## src/rtl/bcd_stopwatch_pkg.sv

```systemverilog
// Shared types and constants for the BCD stopwatch: FSM state encoding and digit geometry.
package bcd_stopwatch_pkg;

  typedef enum logic [1:0] {
    ST_IDLE  = 2'd0,
    ST_RUN   = 2'd1,
    ST_PAUSE = 2'd2
  } state_t;

  localparam int         BCD_W   = 4;
  localparam logic [3:0] BCD_MAX = 4'd9;

endpackage

```

## src/rtl/bcd_stopwatch_digit.sv

```systemverilog
// One decimal digit of the stopwatch count: a 4-bit BCD register with increment, clear and carry.
module bcd_stopwatch_digit
  import bcd_stopwatch_pkg::*;
(
  input  logic             clk,
  input  logic             rst,
  input  logic             i_inc_en,
  input  logic             i_clr,
  output logic [BCD_W-1:0] o_value,
  output logic             o_carry
);

  logic [BCD_W-1:0] r_value;

  // Anything at or above 9 returns to 0, so an illegal A..F value self-recovers on the next increment.
  always_ff @(posedge clk) begin
    if (rst || i_clr) begin
      r_value <= '0;
    end else if (i_inc_en) begin
      r_value <= (r_value >= BCD_MAX) ? '0 : r_value + 1'b1;
    end
  end

  assign o_value = r_value;
  assign o_carry = i_inc_en & (r_value == BCD_MAX);

endmodule

```

## src/rtl/bcd_stopwatch.sv

```systemverilog
// Decimal stopwatch: IDLE/RUN/PAUSE control, chained BCD digits advanced by tick, lap capture and sticky wrap flag.
module bcd_stopwatch
  import bcd_stopwatch_pkg::*;
#(
  parameter int NUM_DIGITS = 4
) (
  input  logic                        clk,
  input  logic                        rst,
  input  logic                        i_tick,
  input  logic                        i_start_stop,
  input  logic                        i_clear,
  input  logic                        i_lap,
  output logic [BCD_W*NUM_DIGITS-1:0] o_digits,
  output logic [BCD_W*NUM_DIGITS-1:0] o_lap_digits,
  output logic                        o_lap_valid,
  output logic                        o_running,
  output logic                        o_overflow,
  output state_t                      o_state
);

  // All command inputs (start_stop, clear, lap, tick) are single-cycle pulses sampled at the clk edge;
  // there is no ready/backpressure, a pulse not accepted in its cycle is simply dropped.

  state_t                      r_state;
  state_t                      w_state_nxt;
  logic                        r_running;
  logic                        r_overflow;
  logic                        r_lap_valid;
  logic [BCD_W*NUM_DIGITS-1:0] r_lap_digits;
  logic [BCD_W*NUM_DIGITS-1:0] w_digits;
  logic [NUM_DIGITS:0]         w_inc;
  logic                        w_active;
  logic                        w_clr;

  assign w_active = (r_state != ST_IDLE);
  assign w_clr    = i_clear & w_active;
  assign w_inc[0] = (r_state == ST_RUN) & i_tick;

  always_comb begin
    w_state_nxt = r_state;
    case (r_state)
      ST_IDLE:  if (i_start_stop) w_state_nxt = ST_RUN;
      ST_RUN:   if (w_clr) w_state_nxt = ST_IDLE;
                else if (i_start_stop) w_state_nxt = ST_PAUSE;
      ST_PAUSE: if (w_clr) w_state_nxt = ST_IDLE;
                else if (i_start_stop) w_state_nxt = ST_RUN;
      default:  w_state_nxt = ST_IDLE;
    endcase
  end

  always_ff @(posedge clk) begin
    if (rst) begin
      r_state   <= ST_IDLE;
      r_running <= 1'b0;
    end else begin
      r_state   <= w_state_nxt;
      r_running <= (w_state_nxt == ST_RUN);
    end
  end

  // Each digit's carry enables the next; the final carry marks a full wrap to zero.
  for (genvar g = 0; g < NUM_DIGITS; g++) begin : g_digit
    bcd_stopwatch_digit u_digit (
      .clk      (clk),
      .rst      (rst),
      .i_inc_en (w_inc[g]),
      .i_clr    (w_clr),
      .o_value  (w_digits[g*BCD_W +: BCD_W]),
      .o_carry  (w_inc[g+1])
    );
  end

  always_ff @(posedge clk) begin
    if (rst || w_clr) begin
      r_overflow   <= 1'b0;
      r_lap_valid  <= 1'b0;
      r_lap_digits <= '0;
    end else begin
      if (w_inc[NUM_DIGITS]) r_overflow <= 1'b1;
      // Captures the value before any same-cycle increment lands.
      if (i_lap && w_active) begin
        r_lap_digits <= w_digits;
        r_lap_valid  <= 1'b1;
      end
    end
  end

  assign o_digits     = w_digits;
  assign o_lap_digits = r_lap_digits;
  assign o_lap_valid  = r_lap_valid;
  assign o_running    = r_running;
  assign o_overflow   = r_overflow;
  assign o_state      = r_state;

endmodule

```

## config.mk

```make
export PLATFORM = sky130hd
export DESIGN_NAME = bcd_stopwatch
export DESIGN_NICKNAME = d
export VERILOG_FILES = /design/src/rtl/bcd_stopwatch_pkg.sv /design/src/rtl/bcd_stopwatch_digit.sv /design/src/rtl/bcd_stopwatch.sv
export SDC_FILE = /design/constraint.sdc
export NUM_CORES = 1
export LEC_CHECK = 0
export CAP_MARGIN = 25
export CELL_PAD_IN_SITES_DETAIL_PLACEMENT = 0
export CELL_PAD_IN_SITES_GLOBAL_PLACEMENT = 2
export CORE_MARGIN = 4
export CORE_UTILIZATION = 28
export DETAILED_ROUTE_END_ITERATION = 10
export PLACE_DENSITY = 0.85
export SLEW_MARGIN = 30
export SYNTH_ARGS = -nofsm -noshare
export SYNTH_HDL_FRONTEND = slang
export SYNTH_SLANG_ARGS = --single-unit
```

## constraint.sdc

```tcl
create_clock -name clk -period 2.26 [get_ports clk]
set_clock_uncertainty 0.15 [all_clocks]
set_input_delay 0.339 -clock clk [delete_from_list [all_inputs] [get_ports clk]]
set_output_delay 0.339 -clock clk [all_outputs]
set_load 0.1 [all_outputs]
```

==> flow_summary.json <==
{
  "outcome": "finished, final reports clean",
  "hold_path.class": "register to register",
  "power_density_nw_per_um2": 588,
  "crit_family": "simple AND/OR/NAND/NOR gates",
  "ctsHoldBuffers": 0,
  "gp_congestion": 0.708,
  "synth_compound_gate_area_share_pct": 14.1,
  "dpl_worst_slack_ps": 192,
  "drc_errors": 0,
  "sequentialPowerShare_pct": 51.2,
  "drive_gt1_share_pct": 25.3,
  "synth-edff-count": 0,
  "hold_viol_final": 0,
  "die_area_sq_um": 7290,
  "n_fill_cell": 583,
  "ir_drop_mv": 0.205,
  "synth_fa_ha_area_share_pct": 8.95,
  "syn_area_per_cell_sq_um": 8.52,
  "wl_per_cell_um": 12.2,
  "nets": 262,
  "synthTopCellsByArea": "dfxtp_1 (44%), ha_1 (8.9%), nand2_1 (8.5%)",
  "clockBufferDepth": 2,
  "grtUsageTotal_pct": 11.6,
  "synth_top_area_share_pct": 44.1,
  "drv_slew": 0,
  "grt_start_max_net_pins": 18,
  "clk_latency_ps": 290,
  "num_vias": 1438,
  "cp_cell_sequence": "inv_1, ha_1, nand3b_4, nor4_4, a41oi_1, a211oi_1",
  "synth.mux.area_fraction_pct": 0.597,
  "synth_simple_gate_area_share_pct": 24.5,
  "clkTransAtPathRegs_ps": 70,
  "setup_violations": 0,
  "p_leak_uw": 0.000966,
  "diodes": 0,
  "syn-instance-count": 197,
  "overflow": 0,
  "cp_max_fo": 6,
  "async_flop_share_pct": 0,
  "p_int_uw": 966,
  "final_cell_mix": "buf_4 (42), nand2_1 (38), dfxtp_1 (33)",
  "yosys_warnings": 0,
  "synth.distinct_cells": 31,
  "drt_pass1_iterations": 4,
  "synth_top_family_by_area": "simple AND/OR/NAND/NOR gates",
  "synth.net_count": 215,
  "die_h_um": 85.4,
  "io_buffers": 42,
  "h-tree-depth": 2,
  "switching_share_pct": 25.5,
  "multi_input_area_sq_um": 851,
  "antenna_found_initial": 0,
  "final_common_cell": "buf_4",
  "cts_sinks": 37,
  "clockRootBuffer": "clkbuf_8",
  "placed_cells": 309,
  "startpoint_type": "register",
  "first_iter_violations": 59,
  "cts_setup_buffers": 0,
  "critical_path_required_ps": 2320,
  "finalCritPeriodShare_pct": 81.1,
  "postCtsResizedCells": 0,
  "synthToLayoutAreaGrowth_pct": 31.5,
  "numCtsBuffers": 5,
  "crit_buf_inv": 1,
  "cp.arrival_ps": 1890,
  "via_per_inst": 4.54,
  "finalCriticalPeriod_ps": 1830,
  "cts_tree": "built",
  "routed_wl_mm": 3.88,
  "cpMaxStageDelayCell": "nor4_4",
  "start_util_pct": 29.7,
  "max_cap_violations": 0,
  "ys.flop_type": "dfxtp_1",
  "fin_cells": 317,
  "fp.coreArea_sq_um": 5640,
  "tightest_slew_ps": 559,
  "rsz0062_at_grt": "false",
  "cp-end-kind": "register",
  "core.rowCount": 27,
  "holdWs_ps": 306,
  "place_hpwl_mm": 2.83,
  "max_stage_delay_ps": 410,
  "synth_seq_cells": 37,
  "antenna_left": 0,
  "ios": 43,
  "setup_slack_ps": 428,
  "grt_pass1_wl_mm": 6.79,
  "grt_pass1_vias": 1424,
  "fp.dieW_um": 85.4,
  "fmax_ghz": 0.546,
  "synth_area_leader_cell": "dfxtp_1",
  "synth_xor_area_share_pct": 2.61,
  "seq_area_frac_synth_pct": 44.1,
  "power_switching_uw": 330,
  "p_clk_share_pct": 39.4,
  "netlist_area_sq_um": 1680,
  "path_class": "register to register",
  "seqCellArea_sq_um": 746,
  "max-slew-margin-rel_pct": 62.6,
  "p_comb_share_pct": 9.3
}
[worst min-delay path: cells and delay by family, from the launching register on]
family           cells  cell delay, ps
AND/OR/NAND/NOR      1              50
AO/OA/AOI/OAI        1              50
flip-flops           1             310
[state kept, by name (all words and copies together) (netlist names)]
register and flops:
g_digit.u_digit.o_value 16, o_lap_digits 16, o_state 2, o_lap_valid 1, o_overflow 1, o_running 1
[routing by layer]
metal	GRT usage [%]	wire, um
met5	0	0
met4	5.18	78
met3	4.08	239
met2	18.2	1730
met1	14.3	1830
[cell families after synthesis]
group | Yosys count
buf+inv | 21
flops | 37
simple gates | 83
xor+xnor | 5
compound gates | 38
fa+ha+maj | 12
mux | 1
[area by class of cell]
| class | instances | area share, % |
|---|---|---|
| multi-input combinational | 139 | 38.6 |
| sequential | 37 | 33.8 |
| timing repair buffer | 47 | 16.6 |
| clock buffer | 7 | 4.37 |
| tap | 72 | 4.08 |
| inverter | 14 | 2.38 |
| clock inverter | 1 | 0.227 |
[power by group through the flow]
stage	clock network [uW]	registers, uW	logic [uW]
floorplan	0	720	47.3
global placement	0	680	124
detailed placement	0	679	123
CTS	526	664	123
global route	556	666	132
finish	511	664	121
[path summary, 6_finish.rpt]
path	from	end	slack, ps	cells after the start
setup / recovery	g_digit[0].u_digit.o_value[1]$_SDFFE_PP0N_	g_digit[3].u_digit.o_value[3]$_SDFFE_PP0P_	430	6
hold / removal	o_lap_digits[4]$_SDFFE_PP0P_	o_lap_digits[4]$_SDFFE_PP0P_	310	2
setup reg to reg	g_digit[0].u_digit.o_value[1]$_SDFFE_PP0N_	g_digit[3].u_digit.o_value[3]$_SDFFE_PP0P_	430	6
hold reg to reg	o_lap_digits[4]$_SDFFE_PP0P_	o_lap_digits[4]$_SDFFE_PP0P_	310	2
[Yosys cell counts (all sizes together), types with 2 or more instances]
master / n
nand2: 38
ha: 12
nor3: 4
a21o: 2
inv: 14
xor2: 2
a31o: 2
xnor2: 3
nand3b: 4
nand3: 3
nor2: 25
nand2b: 2
buf: 6
dfxtp: 37
and3b: 2
a41oi: 5
nor4: 2
a21oi: 24
[metrics by stage]
stage	TNS [ps]	cell area [sq um]	utilization [%]	power [uW]
2_1_floorplan	-115	1680	-	767
3_3_place_gp	0	2100	37.3	803
3_5_place_dp	0	2100	37.3	802
4_1_cts	0	2210	39.1	1310
5_1_grt	0	2210	39.1	1350
6_report	0	2210	39.1	1300
Note: power is estimated with default switching activity, not from simulation.
